`config.mk`:
```
export PLATFORM = sky130hd
export DESIGN_NAME = fib_inst_issuer
export DESIGN_NICKNAME = d
export VERILOG_FILES = /design/src/rtl/fib_inst_issuer.sv
export SDC_FILE = /design/constraint.sdc
export NUM_CORES = 1
export LEC_CHECK = 0
export CAP_MARGIN = 20
export CORE_ASPECT_RATIO = 1.4
export CORE_MARGIN = 4
export CORE_UTILIZATION = 36
export CTS_CLUSTER_DIAMETER = 80
export DETAILED_ROUTE_END_ITERATION = 8
export PLACE_DENSITY_LB_ADDON = 0.08
export SKIP_CTS_REPAIR_TIMING = 1
export SLEW_MARGIN = 20
export SYNTH_ARGS = -nofsm -noshare
export SYNTH_HDL_FRONTEND = slang
export SYNTH_SLANG_ARGS = --single-unit
```
`constraint.sdc`:
```
create_clock -name clk -period 4.85 [get_ports clk]
set_input_delay 0.97 -clock clk [delete_from_list [all_inputs] [get_ports clk]]
set_output_delay 0.97 -clock clk [all_outputs]
set_load 0.03 [all_outputs]
```
`src/rtl/fib_inst_issuer.sv`:
```
// Fibonacci program source for the single-cycle CPU: two addi seeds, N alternating
// adds, then a one-cycle done pulse. All outputs are registered.
module fib_inst_issuer #(
   parameter int N     = 10,
   parameter int REG_A = 1,
   parameter int REG_B = 2
) (
   input  logic        clk,
   input  logic        rst_n,
   input  logic        start,
   input  logic        stall,
   output logic [31:0] inst,
   output logic        inst_valid,
   output logic        busy,
   output logic        done,
   output logic [7:0]  count
);

   typedef enum logic [2:0] {IDLE, INIT_A, INIT_B, LOOP, DONE} state_t;

   localparam logic [4:0]  RA     = 5'(REG_A);
   localparam logic [4:0]  RB     = 5'(REG_B);
   localparam logic [7:0]  LAST   = 8'((N == 0) ? 0 : N - 1);
   localparam logic [31:0] ADDI_A = {6'b001000, 5'd0, RA, 16'h0001};
   localparam logic [31:0] ADDI_B = {6'b001000, 5'd0, RB, 16'h0001};
   localparam logic [31:0] NOP    = 32'h0000_0000;

   // Even-numbered adds write REG_A, odd-numbered adds write REG_B.
   function automatic logic [31:0] add_word(input logic odd);
      return {6'b000000, RA, RB, (odd ? RB : RA), 5'b00000, 6'b100000};
   endfunction

   state_t      state_q, state_d;
   logic [31:0] inst_q, inst_d;
   logic        inst_valid_q, inst_valid_d;
   logic        busy_q, busy_d;
   logic        done_q, done_d;
   logic [7:0]  count_q, count_d;
   logic        accept;

   assign accept = inst_valid_q && !stall;

   always_comb begin
      state_d      = state_q;
      inst_d       = inst_q;
      inst_valid_d = inst_valid_q;
      busy_d       = busy_q;
      done_d       = 1'b0;
      count_d      = count_q;
      case (state_q)
         IDLE: begin
            inst_d       = NOP;
            inst_valid_d = 1'b0;
            busy_d       = 1'b0;
            if (start) begin
               state_d      = INIT_A;
               count_d      = 8'd0;
               inst_d       = ADDI_A;
               inst_valid_d = 1'b1;
               busy_d       = 1'b1;
            end
         end
         INIT_A: begin
            if (accept) begin
               state_d = INIT_B;
               inst_d  = ADDI_B;
            end
         end
         INIT_B: begin
            if (accept) begin
               if (N == 0) begin
                  state_d      = DONE;
                  inst_d       = NOP;
                  inst_valid_d = 1'b0;
                  busy_d       = 1'b0;
                  done_d       = 1'b1;
               end else begin
                  state_d = LOOP;
                  inst_d  = add_word(1'b0);
               end
            end
         end
         LOOP: begin
            // count doubles as the index k of the add currently on inst.
            if (accept) begin
               count_d = count_q + 8'd1;
               if (count_q == LAST) begin
                  state_d      = DONE;
                  inst_d       = NOP;
                  inst_valid_d = 1'b0;
                  busy_d       = 1'b0;
                  done_d       = 1'b1;
               end else begin
                  inst_d = add_word(count_d[0]);
               end
            end
         end
         DONE: begin
            state_d      = IDLE;
            inst_d       = NOP;
            inst_valid_d = 1'b0;
            busy_d       = 1'b0;
         end
         default: begin
            state_d      = IDLE;
            inst_d       = NOP;
            inst_valid_d = 1'b0;
            busy_d       = 1'b0;
         end
      endcase
   end

   always_ff @(posedge clk) begin
      if (!rst_n) begin
         state_q      <= IDLE;
         inst_q       <= NOP;
         inst_valid_q <= 1'b0;
         busy_q       <= 1'b0;
         done_q       <= 1'b0;
         count_q      <= 8'd0;
      end else begin
         state_q      <= state_d;
         inst_q       <= inst_d;
         inst_valid_q <= inst_valid_d;
         busy_q       <= busy_d;
         done_q       <= done_d;
         count_q      <= count_d;
      end
   end

   assign inst       = inst_q;
   assign inst_valid = inst_valid_q;
   assign busy       = busy_q;
   assign done       = done_q;
   assign count      = count_q;

endmodule

```
# == Word level (Yosys, flattened, before mapping) ==
# Cells that the tools add are included.
# word_totals
reg_bits,45
in_bits,4
out_inout_bits,43
elab_cells,47
# classes
addsub,1
n_eq_ne,9
muxes,21
bitwise_logic,1
reduce_logical,10
# op_table
cell,count
one-hot mux 32 bit (4 select lines),1
2-to-1 mux 32 bit,3
2-to-1 mux 30 bit,1
2-to-1 mux 22 bit,1
2-to-1 mux 8 bit,2
one-hot mux 8 bit (2 select lines),1
2-to-1 mux 3 bit,5
one-hot mux 3 bit (4 select lines),1
AND reduction 3 bit,4
"inequality test 2 bit, second input constant",5
"adder 8 x 1 -> 8 bit, second input constant",1
"equality test 8 x 4 -> 1 bit, second input constant",1
"equality test 3 x 2 -> 1 bit, second input constant",2
AND reduction 5 bit,1
2-to-1 mux 1 bit,4
"equality test 3 x 1 -> 1 bit, second input constant",1
logical NOT 3 bit,1
one-hot mux 1 bit (3 select lines),1
2-to-1 mux 2 bit,1
nonzero test 2 bit,1
OR reduction 2 bit,1
logical AND 1 bit,1
logical NOT 1 bit,1
inverter 1 bit,1

# == Depth between registers and ports, before layout ==
# Gate-level depths: netlist of run 1.
# logic_depth
word_depth,5
mapped_depth,6
depth_no_buf,6

# == Worst setup path before layout of run 1 ==
# OpenSTA, ideal clock, no wires.
# synth_path
path_type,input to register
start,input port start
end,"register count_q[5], in the netlist count[5]"
setup_time_ns,0.147
arrival_ns,2.023
required_ns,4.703
path_slack_ns,2.680
path_stages,5
path_buffers,1
path_cell_list,or3b_1 -> buf_6 -> a2111oi_2 -> xnor2_1 -> nor2_1
# synth_via
elab_chain_cells,2
# synth_rtl
element,line,rtl
from (decl),10,"input logic start,"
inequality test 2 bit (no line),--,
AND reduction 3 bit (no line),--,
to (signal assigned),127,count_q <= count_d;
to (decl),38,"logic [7:0] count_q, count_d;"
# No other way between the ends.
# A chain may end at the register's enable or synchronous reset.

# == Worst setup path after layout of run 1 ==
# layout_path
start,input port start
end,"register count_q[7], in the netlist count[7]"
# The elaborated chain is that of the path after synthesis.

==> impl_metrics.env, run 1 <==
export IMPL_die_w_um=56.8
export IMPL_status="finished clean"
export IMPL_synth_edff_count=0
export IMPL_path_cells="clkdlybuf4s50_1, or3b_1, a2111oi_2, xnor2_1, nor2_1"
export IMPL_port_buffers=22
export IMPL_fin_setup_tns_ns=0
export IMPL_layout_drive_gt1_share_pct=5.13
export IMPL_synth_distinct_cells=38
export IMPL_ys_seq_area_share_pct=31.6
export IMPL_seq_area_um2=380
export IMPL_dpl_cell_area_um2=1320
export IMPL_p_leak_nw=0.484
export IMPL_cts_buffer_depth=2
export IMPL_rsz0062_at_grt="false"
export IMPL_power_total_mw=0.371
export IMPL_gp_congestion=0.771
export IMPL_tightest_slew_ns=0.606
export IMPL_post_dp_hpwl_um=1980
export IMPL_dr_pass1_iters=6
export IMPL_core_um2=3150
export IMPL_clock_fmax_mhz=391
export IMPL_first_global_vias=922
export IMPL_fin_nets=163
export IMPL_clock_skew_ns=0.00681
export IMPL_cts_buffers=3
export IMPL_grt_start_max_net_pins=16
export IMPL_multi_input_area_um2=663
export IMPL_die_h_um=76.4
export IMPL_dp_cells=191
export IMPL_clock_sinks=19
export IMPL_drtIter0Drc=22
export IMPL_drt_vias_per_instance=4.71
export IMPL_peakVddDrop_mv=0.147
export IMPL_clock_latency_ns=0.26
export IMPL_synth_top_cell_area_share_pct=31.6
export IMPL_critPathKind="in -> reg"
export IMPL_crit_required_ns=4.97
export IMPL_min_period_over_period_pct=52.7
export IMPL_rows=24
export IMPL_ys_flop_type="dfxtp_1"
export IMPL_pwr_density_cell_nw_per_um2=271
export IMPL_ant_nets=0
export IMPL_post_drt_wl_per_cell_um=12.9
export IMPL_final_cell_mix="conb_1, clkdlybuf4s50_1, dfxtp_1"
export IMPL_netlist_instances=140
export IMPL_antenna_found_initial=0
export IMPL_crit_fanout=8
export IMPL_drv_cap=0
export IMPL_ys_async_sr_fraction_pct=0
export IMPL_holdWs_ns=0.464
export IMPL_vias=918
export IMPL_synth_seq_cells=19
export IMPL_ys_warn_count=0
export IMPL_slowest_stage="or3b_1"
export IMPL_io_pins=47
export IMPL_slew_violations=0
export IMPL_slowest_delay_ns=0.53
export IMPL_h_tree_depth=1
export IMPL_fillerInstances=340
export IMPL_diodes=0
export IMPL_overflow=0
export IMPL_maxSlewHeadroom_pct=59.1
export IMPL_die_area_um2=4340
export IMPL_critPathLaunchType="primary input"
export IMPL_dp_slack_ns=2.00
export IMPL_setup_viol=0
export IMPL_fin_crit_ns=2.56
export IMPL_design_area_um2=1370
export IMPL_worst_slack_ns=2.29
export IMPL_grt_pass1_wl_um=4340
export IMPL_synth_area_leaders="dfxtp_1, buf_4, xnor2_1, nor2_1, nor3_1"
export IMPL_remaining_drc_errors=0
export IMPL_instances_no_fill=195
export IMPL_clkTransAtPathRegs_ns=0.07
export IMPL_finish_utilization_pct=43.4
export IMPL_area_growth_pct=13.8
export IMPL_synth_top_area_cell="dfxtp_1"
export IMPL_final_common_cell="conb_1"
export IMPL_synth_cell_area_um2=1200
export IMPL_avgSynthCellArea_um2=8.59
export IMPL_tritoncts="yes"
export IMPL_clockRootBuffer="clkbuf_8"
export IMPL_crit_arrival_ns=2.68
export IMPL_cp_end_kind="register"
export IMPL_hold_violations=0
export IMPL_start_util_pct=38.1
export IMPL_routed_wl_um=2520
export IMPL_min_path_type="reg -> reg"
export IMPL_grt_use_total_pct=12.2
-- cell type report --
type,instances,share of cell area [%]
clock buffers,4,3.29
flip-flops and latches,19,27.8
multi-input cells,108,48.4
well taps,39,3.56
repair buffers,22,16.1
inverters,3,0.823
-- worst max-delay path, delay by kind of cell --
| kind | cells | cell delay (ns) |
|---|---|---|
| xor gates and xnor gates | 1 | 0.16 |
| AOI/OAI and AO/OA | 1 | 0.45 |
| buffers and inverters | 1 | 0.52 |
| and+or+nand+nor | 2 | 0.58 |
-- final timing paths --
path / from / endpoint / slack [ns] / depth (start not counted)
setup / recovery: start / count[7] / 2.29 / 5
hold / removal: inst[12] / inst[12] / 0.46 / 2
setup reg to reg: state_q[0] / inst[12] / 2.90 / 4
hold reg to reg: inst[12] / inst[12] / 0.46 / 2
-- cells in the mapped netlist (2+ instances only) --
cell type and count:
nand2b_1 3, xnor2_1 7, dfxtp_1 19, nor2b_1 4, mux2i_1 2, buf_4 27, a21oi_1 5, nand4_1 2
nand3b_1 2, inv_1 3, o21a_1 2, a21boi_0 3, clkbuf_1 3, nor3_1 7, nand2_1 8, a2111oi_2 2
buf_6 2, nand3_1 3, nor2_1 14, ha_1 2, a211oi_1 3
-- flip-flops by register name (all words and copies together), names as in the netlist --
| name | count |
|---|---|
| done | 1 |
| inst | 6 |
| busy | 1 |
| state_q | 3 |
| count | 8 |
-- per-layer routing --
| metal | wire length (um) | up-vias | GRT usage, % |
|---|---|---|---|
| li1 | - | 466 | - |
| met1 | 1020 | 431 | 14.3 |
| met2 | 1390 | 19 | 21.3 |
| met3 | 101 | 2 | 2.37 |
| met4 | 14 | 0 | 4.87 |
| met5 | 0 | - | 0 |
-- logic make-up after synthesis --
logic type | synth area share [%]
and+or+nand+nor | 21.0
AOI/OAI and AO/OA | 16.4
xor gates and xnor gates | 5.83
buffers and inverters | 21.0
other | 0.312
DFF | 31.6
muxes | 1.66
adders and majority gates | 2.08
-- report_power, final --
| part | switching (mW) | total [mW] | internal, mW |
|---|---|---|---|
| logic | 0.0617 | 0.0878 | 0.0261 |
| registers | 0.00903 | 0.171 | 0.162 |
| clock network | 0.0539 | 0.112 | 0.0584 |
Note: power is estimated with default switching activity, not from simulation.
==> inputs of run 2 (changes only) <==
==> constraint.sdc (replaced) <==
create_clock -name clk -period 2.2 [get_ports clk]
set_input_delay 0.44 -clock clk [delete_from_list [all_inputs] [get_ports clk]]
set_output_delay 0.44 -clock clk [all_outputs]
set_load 0.03 [all_outputs]
==> impl_metrics.env, run 2 (synthesized netlist as in run 1, its figures left out) <==
export IMPL_status="finished clean"
export IMPL_grt_use_total_pct=12.1
export IMPL_fin_nets=172
export IMPL_pwr_density_cell_nw_per_um2=582
export IMPL_hold_violations=0
export IMPL_gp_congestion=0.821
export IMPL_area_growth_pct=18.8
export IMPL_final_cell_mix="conb_1, clkdlybuf4s50_1, dfxtp_1"
export IMPL_tritoncts="yes"
export IMPL_critPathKind="in -> reg"
export IMPL_die_h_um=76.4
export IMPL_rsz0062_at_grt="false"
export IMPL_critPathLaunchType="primary input"
export IMPL_clockRootBuffer="clkbuf_8"
export IMPL_final_common_cell="conb_1"
export IMPL_layout_drive_gt1_share_pct=9.70
export IMPL_power_total_mw=0.832
export IMPL_crit_required_ns=2.36
export IMPL_crit_arrival_ns=2.08
export IMPL_r2r_start="count[1]"
export IMPL_slowest_delay_ns=0.52
export IMPL_clock_sinks=19
export IMPL_finish_utilization_pct=45.3
export IMPL_port_buffers=22
export IMPL_antenna_found_initial=0
export IMPL_slew_violations=0
export IMPL_peakVddDrop_mv=0.370
export IMPL_overflow=0
export IMPL_fin_setup_tns_ns=0
export IMPL_tightest_slew_ns=0.513
export IMPL_setup_viol=0
export IMPL_clkTransAtPathRegs_ns=0.08
export IMPL_crit_fanout=8
export IMPL_critPathLaunch="start"
export IMPL_grt_start_max_net_pins=15
export IMPL_design_area_um2=1430
export IMPL_grt_pass1_wl_um=4370
export IMPL_first_global_vias=938
export IMPL_min_path_type="reg -> reg"
export IMPL_slowest_stage="or3b_1"
export IMPL_r2r_slack_ns=0.29
export IMPL_diodes=0
export IMPL_dpl_cell_area_um2=1380
export IMPL_min_from="inst[12]"
export IMPL_clock_latency_ns=0.25
export IMPL_post_dp_hpwl_um=2120
export IMPL_maxSlewHeadroom_pct=65.8
export IMPL_remaining_drc_errors=0
export IMPL_cts_buffers=3
export IMPL_drt_vias_per_instance=4.69
export IMPL_drv_cap=0
export IMPL_io_pins=47
export IMPL_drtIter0Drc=19
export IMPL_start_util_pct=38.1
export IMPL_p_leak_nw=0.525
export IMPL_vias=957
export IMPL_clock_skew_ns=0.00511
export IMPL_cts_buffer_depth=2
export IMPL_dp_slack_ns=-0.0114
export IMPL_h_tree_depth=1
export IMPL_fin_crit_ns=1.92
export IMPL_routed_wl_um=2600
export IMPL_path_cells="clkdlybuf4s50_1, or3b_1, a2111oi_2, xnor2_1, nor2_1"
export IMPL_core_um2=3150
export IMPL_die_area_um2=4340
export IMPL_cp_end_kind="register"
export IMPL_worst_slack_ns=0.277
export IMPL_largest_reg_flops=8
export IMPL_die_w_um=56.8
export IMPL_clock_fmax_mhz=520
export IMPL_rows=24
export IMPL_post_drt_wl_per_cell_um=12.7
export IMPL_min_period_over_period_pct=87.4
export IMPL_ant_nets=0
export IMPL_dr_pass1_iters=3
-- run 2: cell count changes in the layout (fill, tap and decap cells not counted) --
cell	before	now
o41ai_1	0	1
o41ai_2	1	0
buf_4	0	9
-- run 2: cell type report --
type	count	area (um2)
Clock buffer	4	45.0
Fill cell	346	1720
Inverter	3	11.3
Multi-Input combinational cell	108	656
Sequential cell	19	380
Tap cell	39	48.8
Timing Repair Buffer	31	288
-- run 2: critical path: cells and delay by family --
family	cells	cell delay, ns
buffers and inverters	1	0.47
and+or+nand+nor	2	0.57
AOI/OAI and AO/OA	1	0.44
xor gates and xnor gates	1	0.16
-- run 2: final timing paths --
check                           cells after the start       end
worst min register to register                      2  inst[12]
worst min-delay path                                2  inst[12]
worst max register to register                      6  inst[12]
worst max-delay path                                5  count[7]
-- run 2: power breakdown --
group | internal [mW] | switching, mW | total [mW] | leakage [nW]
Combinational | 0.0687 | 0.144 | 0.212 | 0.348
Sequential | 0.357 | 0.0148 | 0.372 | 0.154
Clock | 0.129 | 0.119 | 0.248 | 0.0228
Total | 0.555 | 0.278 | 0.832 | 0.525
-- run 2: stage by stage --
step	std cells	hold WS [ns]
global route	204	0.497
global placement	200	0.455
floorplan	163	0.580
finish	204	0.465
CTS	204	0.470
detailed placement	200	0.459
-- run 2: routing by layer --
metal	track usage (%)	vias up	routed length, um
li1	-	481	-
met1	13.1	457	982
met2	22.9	17	1490
met3	2.37	2	106
met4	3.71	0	14
met5	0	-	0
